==> src/rtl/wb_streamer_pkg.sv <==
// rtl/wb_streamer_pkg.sv - register map, bit indices and default base address for wb_sample_streamer
package wb_streamer_pkg;

  localparam logic [31:0] DEFAULT_BASE_ADDR = 32'h3000_0000;

  localparam logic [1:0] REG_CTRL   = 2'd0;
  localparam logic [1:0] REG_DIV    = 2'd1;
  localparam logic [1:0] REG_DATA   = 2'd2;
  localparam logic [1:0] REG_STATUS = 2'd3;

  localparam int CTRL_EN     = 0;
  localparam int CTRL_LOOP   = 1;
  localparam int CTRL_FLUSH  = 2;
  localparam int CTRL_IRQ_EN = 3;

  localparam int ST_EMPTY = 8;
  localparam int ST_FULL  = 9;
  localparam int ST_UNDER = 10;
  localparam int ST_OVER  = 11;

endpackage

==> src/rtl/wb_sample_streamer_if.sv <==
// rtl/wb_sample_streamer_if.sv - Wishbone slave bus plus sample stream and irq of the streamer
interface wb_sample_streamer_if #(
  parameter int DATA_W = 8
);
  logic              wbs_cyc_i;
  logic              wbs_stb_i;
  logic              wbs_we_i;
  logic [3:0]        wbs_sel_i;
  logic [31:0]       wbs_adr_i;
  logic [31:0]       wbs_dat_i;
  logic              wbs_ack_o;
  logic [31:0]       wbs_dat_o;
  logic [DATA_W-1:0] sample_o;
  logic              sample_valid_o;
  logic              sample_ready_i;
  logic              irq_o;

  modport slave (
    input  wbs_cyc_i, wbs_stb_i, wbs_we_i, wbs_sel_i, wbs_adr_i, wbs_dat_i, sample_ready_i,
    output wbs_ack_o, wbs_dat_o, sample_o, sample_valid_o, irq_o
  );

  modport master (
    output wbs_cyc_i, wbs_stb_i, wbs_we_i, wbs_sel_i, wbs_adr_i, wbs_dat_i, sample_ready_i,
    input  wbs_ack_o, wbs_dat_o, sample_o, sample_valid_o, irq_o
  );
endinterface

==> src/rtl/wb_sample_streamer_fifo.sv <==
// rtl/wb_sample_streamer_fifo.sv - sample_fifo: synchronous FIFO with flush and loop re-push of the popped head
module sample_fifo #(
  parameter int DATA_W = 8,
  parameter int DEPTH  = 16,
  localparam int PTR_W = $clog2(DEPTH),
  localparam int CNT_W = $clog2(DEPTH + 1)
) (
  input  logic              clk_i,
  input  logic              rst_i,
  input  logic              flush_i,
  input  logic              push_i,
  input  logic [DATA_W-1:0] push_data_i,
  input  logic              pop_i,
  input  logic              loop_i,
  output logic [DATA_W-1:0] head_o,
  output logic [CNT_W-1:0]  count_o,
  output logic              full_o,
  output logic              empty_o,
  output logic              overflow_o
);
  logic [DATA_W-1:0] mem_q [DEPTH];
  logic [PTR_W-1:0]  rd_q, rd_d, wr_q, wr_d;
  logic [CNT_W-1:0]  count_q, count_d;
  logic              we;
  logic [DATA_W-1:0] wdata;
  logic              repush, push_ok;

  assign full_o  = (count_q == CNT_W'(DEPTH));
  assign empty_o = (count_q == '0);
  assign head_o  = mem_q[rd_q];
  assign count_o = count_q;

  // The single write port belongs to the loop re-push; a colliding DATA push is dropped.
  assign repush     = pop_i & loop_i;
  assign push_ok    = push_i & ~repush & (~full_o | pop_i);
  assign overflow_o = push_i & ~flush_i & ~push_ok;

  always_comb begin
    rd_d    = rd_q;
    wr_d    = wr_q;
    count_d = count_q;
    we      = 1'b0;
    wdata   = push_data_i;
    if (flush_i) begin
      rd_d    = '0;
      wr_d    = '0;
      count_d = '0;
    end else if (repush) begin
      we    = 1'b1;
      wdata = head_o;
      rd_d  = rd_q + 1'b1;
      wr_d  = wr_q + 1'b1;
    end else begin
      if (push_ok) begin
        we   = 1'b1;
        wr_d = wr_q + 1'b1;
      end
      if (pop_i) rd_d = rd_q + 1'b1;
      if (push_ok && !pop_i)      count_d = count_q + 1'b1;
      else if (!push_ok && pop_i) count_d = count_q - 1'b1;
    end
  end

  always_ff @(posedge clk_i) begin
    if (rst_i) begin
      rd_q    <= '0;
      wr_q    <= '0;
      count_q <= '0;
    end else begin
      rd_q    <= rd_d;
      wr_q    <= wr_d;
      count_q <= count_d;
    end
  end

  always_ff @(posedge clk_i) begin
    if (we) mem_q[wr_q] <= wdata;
  end
endmodule

==> src/rtl/wb_sample_streamer.sv <==
// rtl/wb_sample_streamer.sv - Wishbone-fed sample FIFO with rate-divided valid/ready playback
module wb_sample_streamer
  import wb_streamer_pkg::*;
#(
  parameter int          DATA_W    = 8,
  parameter int          DEPTH     = 16,
  parameter int          DIV_W     = 16,
  parameter logic [31:0] BASE_ADDR = DEFAULT_BASE_ADDR
) (
  input logic                  wb_clk_i,
  input logic                  wb_rst_i,
  wb_sample_streamer_if.slave  bus
);
  localparam int CNT_W = $clog2(DEPTH + 1);

  logic              ack_q, ack_d;
  logic              en_q, en_d, loop_q, loop_d, irq_en_q, irq_en_d;
  logic [DIV_W-1:0]  div_q, div_d, cnt_q, cnt_d;
  logic              under_q, under_d, over_q, over_d, irq_q, irq_d;
  logic              valid_q, valid_d;
  logic [DATA_W-1:0] sample_q, sample_d;

  logic              hit, wr_en, flush, push, tick, load;
  logic [1:0]        reg_sel;
  logic [DATA_W-1:0] fifo_head;
  logic [CNT_W-1:0]  fifo_count;
  logic              fifo_full, fifo_empty, fifo_overflow;
  logic [31:0]       status_word, rdata;
  logic              unused_bits;

  assign hit     = (bus.wbs_adr_i[31:4] == BASE_ADDR[31:4]);
  assign reg_sel = bus.wbs_adr_i[3:2];
  assign wr_en   = ack_q & bus.wbs_cyc_i & bus.wbs_stb_i & bus.wbs_we_i & bus.wbs_sel_i[0];
  assign flush   = wr_en & (reg_sel == REG_CTRL) & bus.wbs_dat_i[CTRL_FLUSH];
  assign push    = wr_en & (reg_sel == REG_DATA);
  assign tick    = en_q & (cnt_q == div_q);
  // A tick while the output is stalled is simply dropped.
  assign load    = tick & ~fifo_empty & (~valid_q | bus.sample_ready_i);

  assign unused_bits = ^{bus.wbs_sel_i[3:1], bus.wbs_adr_i[1:0], bus.wbs_dat_i};

  sample_fifo #(.DATA_W(DATA_W), .DEPTH(DEPTH)) u_fifo (
    .clk_i       (wb_clk_i),
    .rst_i       (wb_rst_i),
    .flush_i     (flush),
    .push_i      (push),
    .push_data_i (bus.wbs_dat_i[DATA_W-1:0]),
    .pop_i       (load),
    .loop_i      (loop_q),
    .head_o      (fifo_head),
    .count_o     (fifo_count),
    .full_o      (fifo_full),
    .empty_o     (fifo_empty),
    .overflow_o  (fifo_overflow)
  );

  always_comb begin
    status_word           = '0;
    status_word[7:0]      = 8'(fifo_count);
    status_word[ST_EMPTY] = fifo_empty;
    status_word[ST_FULL]  = fifo_full;
    status_word[ST_UNDER] = under_q;
    status_word[ST_OVER]  = over_q;
    rdata = '0;
    if (ack_q) begin
      case (reg_sel)
        REG_CTRL:   rdata = {28'd0, irq_en_q, 1'b0, loop_q, en_q};
        REG_DIV:    rdata = 32'(div_q);
        REG_STATUS: rdata = status_word;
        default:    rdata = '0;
      endcase
    end
  end

  always_comb begin
    ack_d    = bus.wbs_cyc_i & bus.wbs_stb_i & hit & ~ack_q;
    en_d     = en_q;
    loop_d   = loop_q;
    irq_en_d = irq_en_q;
    div_d    = div_q;
    under_d  = under_q;
    over_d   = over_q;
    valid_d  = valid_q;
    sample_d = sample_q;
    cnt_d    = '0;
    if (en_q && !tick) cnt_d = cnt_q + 1'b1;
    if (wr_en && reg_sel == REG_CTRL) begin
      en_d     = bus.wbs_dat_i[CTRL_EN];
      loop_d   = bus.wbs_dat_i[CTRL_LOOP];
      irq_en_d = bus.wbs_dat_i[CTRL_IRQ_EN];
    end
    if (wr_en && reg_sel == REG_DIV) div_d = bus.wbs_dat_i[DIV_W-1:0];
    if (wr_en && reg_sel == REG_STATUS) begin
      if (bus.wbs_dat_i[ST_UNDER]) under_d = 1'b0;
      if (bus.wbs_dat_i[ST_OVER])  over_d  = 1'b0;
    end
    // New events win over a same-cycle clear so none is lost.
    if (tick && fifo_empty) under_d = 1'b1;
    if (fifo_overflow)      over_d  = 1'b1;
    irq_d = irq_en_q & (under_q | over_q);
    if (flush) begin
      valid_d = 1'b0;
    end else if (load) begin
      valid_d  = 1'b1;
      sample_d = fifo_head;
    end else if (valid_q && bus.sample_ready_i) begin
      valid_d = 1'b0;
    end
  end

  always_ff @(posedge wb_clk_i) begin
    if (wb_rst_i) begin
      ack_q    <= 1'b0;
      en_q     <= 1'b0;
      loop_q   <= 1'b0;
      irq_en_q <= 1'b0;
      div_q    <= '0;
      cnt_q    <= '0;
      under_q  <= 1'b0;
      over_q   <= 1'b0;
      irq_q    <= 1'b0;
      valid_q  <= 1'b0;
      sample_q <= '0;
    end else begin
      ack_q    <= ack_d;
      en_q     <= en_d;
      loop_q   <= loop_d;
      irq_en_q <= irq_en_d;
      div_q    <= div_d;
      cnt_q    <= cnt_d;
      under_q  <= under_d;
      over_q   <= over_d;
      irq_q    <= irq_d;
      valid_q  <= valid_d;
      sample_q <= sample_d;
    end
  end

  assign bus.wbs_ack_o      = ack_q;
  assign bus.wbs_dat_o      = rdata;
  assign bus.sample_o       = sample_q;
  assign bus.sample_valid_o = valid_q;
  assign bus.irq_o          = irq_q;
endmodule

==> src/flat_wrapper.sv <==
// flat-port wrapper written by rule: the top's interface ports become plain ports
module wb_sample_streamer_flat import wb_streamer_pkg::*;
#(
  parameter int          DATA_W    = 8,
  parameter int          DEPTH     = 16,
  parameter int          DIV_W     = 16,
  parameter logic [31:0] BASE_ADDR = DEFAULT_BASE_ADDR
)
  (wb_clk_i, wb_rst_i, bus_wbs_cyc_i, bus_wbs_stb_i, bus_wbs_we_i, bus_wbs_sel_i, bus_wbs_adr_i, bus_wbs_dat_i, bus_sample_ready_i, bus_wbs_ack_o, bus_wbs_dat_o, bus_sample_o, bus_sample_valid_o, bus_irq_o);
  wb_sample_streamer_if #(.DATA_W(DATA_W)) bus_i ();
  input logic wb_clk_i;
  input logic wb_rst_i;
  input wire logic [$bits(bus_i.wbs_cyc_i)-1:0] bus_wbs_cyc_i;
  input wire logic [$bits(bus_i.wbs_stb_i)-1:0] bus_wbs_stb_i;
  input wire logic [$bits(bus_i.wbs_we_i)-1:0] bus_wbs_we_i;
  input wire logic [$bits(bus_i.wbs_sel_i)-1:0] bus_wbs_sel_i;
  input wire logic [$bits(bus_i.wbs_adr_i)-1:0] bus_wbs_adr_i;
  input wire logic [$bits(bus_i.wbs_dat_i)-1:0] bus_wbs_dat_i;
  input wire logic [$bits(bus_i.sample_ready_i)-1:0] bus_sample_ready_i;
  output wire logic [$bits(bus_i.wbs_ack_o)-1:0] bus_wbs_ack_o;
  output wire logic [$bits(bus_i.wbs_dat_o)-1:0] bus_wbs_dat_o;
  output wire logic [$bits(bus_i.sample_o)-1:0] bus_sample_o;
  output wire logic [$bits(bus_i.sample_valid_o)-1:0] bus_sample_valid_o;
  output wire logic [$bits(bus_i.irq_o)-1:0] bus_irq_o;
  assign bus_i.wbs_cyc_i = bus_wbs_cyc_i;
  assign bus_i.wbs_stb_i = bus_wbs_stb_i;
  assign bus_i.wbs_we_i = bus_wbs_we_i;
  assign bus_i.wbs_sel_i = bus_wbs_sel_i;
  assign bus_i.wbs_adr_i = bus_wbs_adr_i;
  assign bus_i.wbs_dat_i = bus_wbs_dat_i;
  assign bus_i.sample_ready_i = bus_sample_ready_i;
  assign bus_wbs_ack_o = bus_i.wbs_ack_o;
  assign bus_wbs_dat_o = bus_i.wbs_dat_o;
  assign bus_sample_o = bus_i.sample_o;
  assign bus_sample_valid_o = bus_i.sample_valid_o;
  assign bus_irq_o = bus_i.irq_o;
  wb_sample_streamer #(.DATA_W(DATA_W), .DEPTH(DEPTH), .DIV_W(DIV_W), .BASE_ADDR(BASE_ADDR)) u_core (.wb_clk_i(wb_clk_i), .wb_rst_i(wb_rst_i), .bus(bus_i));
endmodule
==> config.mk <==
export PLATFORM = sky130hd
export DESIGN_NAME = wb_sample_streamer_flat
export DESIGN_NICKNAME = d
export VERILOG_FILES = /design/src/rtl/wb_streamer_pkg.sv /design/src/rtl/wb_sample_streamer_if.sv /design/src/rtl/wb_sample_streamer_fifo.sv /design/src/rtl/wb_sample_streamer.sv /design/src/flat_wrapper.sv
export SDC_FILE = /design/constraint.sdc
export NUM_CORES = 1
export LEC_CHECK = 0
export ABC_AREA = 1
export BUFFER_PORTS_ARGS = -buffer_cell sky130_fd_sc_hd__clkbuf_2
export CAP_MARGIN = 20
export CORE_MARGIN = 4
export CORE_UTILIZATION = 40
export CTS_CLUSTER_SIZE = 14
export DETAILED_ROUTE_END_ITERATION = 16
export PLACE_DENSITY = 0.6
export SYNTH_ARGS = -nofsm -noshare
export SYNTH_HDL_FRONTEND = slang
export SYNTH_SLANG_ARGS = --single-unit
export TNS_END_PERCENT = 100
==> constraint.sdc <==
create_clock -name wb_clk_i -period 6.27 [get_ports wb_clk_i]
set_clock_uncertainty 0.15 [all_clocks]
set_input_delay 1.5675 -clock wb_clk_i [delete_from_list [all_inputs] [get_ports wb_clk_i]]
set_output_delay 1.5675 -clock wb_clk_i [all_outputs]
set_load 0.05 [all_outputs]
==> results.md <==
- PwrDens: 253 nW/um2
- Yosys warning total: 0
- Ports: 117
- Final period util: 79.9%
- Reg2reg setup slack: 2.84 ns
- Final hold violation count: 0
- Gr usage total: 16.9%
- RSZ-0062 raised after global routing: false
- RePlAce Congestion: 0.850
- Post-synth top area share: 43.6%
- HPWL Detailed: 14.1 mm
- Skew-Pair Late Insertion Delay: 0.44 ns
- Layout area overhead: 13.4%
- Crit-path cells: clkbuf_2 -> inv_1 -> nor2_1 -> clkinv_1 -> o221ai_1 -> nand2_1 -> inv_1 -> clkbuf_2
- Crit. End Element: output pin
- DRC errors left: 0
- Total Die Area: 24500 um2
- Ant diodes: 0
- Total grt overflow: 0
- Num rows: 54
- Cell taking the most area after synthesis: edfxtp_1
- Largest family of logic cells by synthesized area: simple AND/OR/NAND/NOR gates
- Max_cap viols: 0
- Iter 0 DRT Violations: 391
- Final WL: 20.3 mm
- Layout cells sized above 1: 15.6%
- I/O Buffers: 79
- Most frequent cell after synthesis: edfxtp_1
- Cts hold-fix bufs: 0
- Crit path launch: bus_wbs_adr_i[2]
- Worst Tran Pin Value: 0.900 ns
- Power Total: 0.00254 W
- Number of flops mapped to enable cells by yosys: 128
- Synth Area in Compound Gates: 13.2%
- Top cells by area, synth: edfxtp_1 (44%), dfxtp_1 (15%), a21oi_1 (4.9%)
- Clock-pin transition on the worst setup and hold timing paths: 0.07 ns
- Wire per inst: 16.3 um
- Lkg Pwr: 3.70 nW
- Sequential area share after synthesis: 58.4%
- Fillers: 2064
- Reg-to-Reg End: u_core.u_fifo.count_o[4]
- Worst hold path class: flop to flop
- Post-placement cell count: 1214
- Outcome: complete, no violations
- Netlist cell types: 44
- CP max stage delay: 0.45 ns
- Data required time of the worst path: 4.55 ns
- Ys flop type: edfxtp_1
- DRT antenna net count: 0
- Mux cell area share after synthesis: 3.63%
- Leading cell types by count after synthesis: edfxtp_1 (128), nand2_1 (112), inv_1 (110), a21oi_1 (87), o21ai_0 (73)
- Delay-heaviest family, CP: buffers and inverters
- CTS H-Tree Depth: 4
- Reg-to-Reg Start: u_core.cnt_q[3]
- Cts bufs inserted: 17
- Vias: 6237
- Chip Height: 156 um
- Ys async rst share: 0%
- Yosys reg bits: 193
- Worst Path Arrival: 3.29 ns
- Worst VDD drop: 0.202 mV
- CTS tree: done
- Maximum achievable frequency: 200 MHz
- Finished Layout Cells: 1248
- Final setup fails: 0
- WHS Path Cells: 1
- Starting density of the core: 40.5%
- Reg2Reg Depth: 20
- Simple-Gate Fraction of Synth Area: 13.3%
- Initial antenna violation count: 0
- Pre-antenna DRT Iters: 5
- Root Driver: clkbuf_16
- Post-synthesis instance total: 885
- Critical Path Start Type: input pin
- Slew HR: 39.8%
- Largest net degree at the start of global routing: 67
- Floorplan core area: 21800 um2
- Mapped Area: 8820 um2
- Minimum clock period after layout: 5.01 ns
- Hold_sp: u_core.u_fifo.rd_q[2]
- WP buf/inv: 5
- Cts repair resizes: 0
- Vias per inst: 5.00
- Post-Synth Adder-Cell Area: 1.65%
- Synth Area in XOR/XNOR: 1.59%
- WS Path Type: input pin to output pin
- Vias in the first global route: 5864
- CP Max Fanout: 10
- Global-route wire length before repair: 31.7 mm
- Clk sinks: 193
- # Post-CTS Setup Buffers: 0
- Average size of a mapped cell: 9.96 um2
- TNS Setup: 0 ns
- Slew Viols, Final: 0
- Max clock buf depth: 2
- Slowest cell on the critical path: clkinv_1
- Die Wd: 156 um
- Final nets: 1040
[worst max-delay path by stage]
stage	slack (ns)	depth (start not counted)	endpoint
2_1_floorplan	1.24	4	bus_wbs_dat_o[12]
3_3_place_gp	1.28	8	bus_wbs_dat_o[3]
3_5_place_dp	1.27	8	bus_wbs_dat_o[3]
4_1_cts	1.27	8	bus_wbs_dat_o[3]
5_1_grt	1.06	8	bus_wbs_dat_o[0]
6_report	1.26	8	bus_wbs_dat_o[3]
[layout by cell type, fill, tap and decap left out, types with 2 or more instances in the layout]
| master | n |
|---|---|
| a21oi_1 | 87 |
| a21oi_2 | 2 |
| buf_4 | 5 |
| buf_6 | 2 |
| clkbuf_16 | 17 |
| clkbuf_2 | 79 |
| clkinv_1 | 4 |
| clkinv_4 | 2 |
| clkinv_8 | 2 |
| conb_1 | 16 |
| dfxtp_1 | 64 |
| edfxtp_1 | 128 |
| ha_1 | 10 |
| inv_1 | 110 |
| inv_2 | 5 |
| inv_6 | 2 |
| inv_8 | 7 |
| mux2i_1 | 32 |
| nand2_1 | 112 |
| nand2_2 | 5 |
| nand2_4 | 3 |
| nand3_1 | 28 |
| nand3_2 | 3 |
| nand4_1 | 6 |
| nor2_1 | 60 |
| nor2_2 | 4 |
| nor3_1 | 18 |
| nor3_2 | 2 |
| nor4_1 | 7 |
| o211ai_1 | 32 |
| o21ai_0 | 72 |
| o21ai_1 | 5 |
| o21ai_2 | 5 |
| o22ai_1 | 2 |
| xnor2_1 | 7 |
| xor2_1 | 9 |
[state kept, by name, indices dropped and copies added, names as in the netlist, named ones only]
name / count
u_core.u_fifo.mem_q: 128
u_core.cnt_q: 16
u_core.div_q: 16
u_core.bus.sample_o: 8
u_core.u_fifo.count_o: 5
u_core.u_fifo.rd_q: 4
u_core.u_fifo.wr_q: 4
u_core.bus.irq_o: 1
u_core.bus.sample_valid_o: 1
u_core.bus.wbs_ack_o: 1
u_core.en_q: 1
u_core.irq_en_q: 1
u_core.loop_q: 1
u_core.over_q: 1
u_core.under_q: 1
[layout make-up]
cell class	count	area, um2	share of cell area, %
Multi-Input combinational cell	539	3000	30.0
Tap cell	280	350	3.50
Inverter	118	443	4.43
Sequential cell	193	5150	51.5
Clock buffer	17	425	4.25
Timing Repair Buffer	86	455	4.55
Clock inverter	15	180	1.80
[cells by family after synthesis]
logic type | count (synthesis)
muxes | 32
AOI/OAI and AO/OA | 209
DFF | 193
buffers and inverters | 168
other | 1
and+or+nand+nor | 255
xor gates and xnor gates | 16
adders and majority gates | 11
[where the power goes]
part	total (W)	internal, W	switching (W)
logic	0.0000741	0.0000184	0.0000557
registers	0.00135	0.00135	0.0000000000000247
clock network	0.00111	0.000576	0.000534
total	0.00254	0.00195	0.000590
[through the flow]
step / utilization, % / hold WS [ns] / setup WS, ns / instance area (um2)
finish: 46.0 / 0.332 / 1.26 / 10000
global route: 46.0 / 0.354 / 1.06 / 10000
CTS: 45.9 / 0.326 / 1.27 / 9980
detailed placement: 43.1 / 0.303 / 1.27 / 9380
global placement: 43.1 / 0.315 / 1.28 / 9370
floorplan: - / 0.285 / 1.24 / 8870
[routing by layer]
layer	global-route usage [%]	wire [um]	vias to the layer above
met5	0	0	-
met3	3.62	1170	25
met1	24.4	9860	2875
met4	5.79	384	0
met2	25.3	8920	196
li1	-	-	3141
Note: power is estimated with default switching activity, not from simulation.
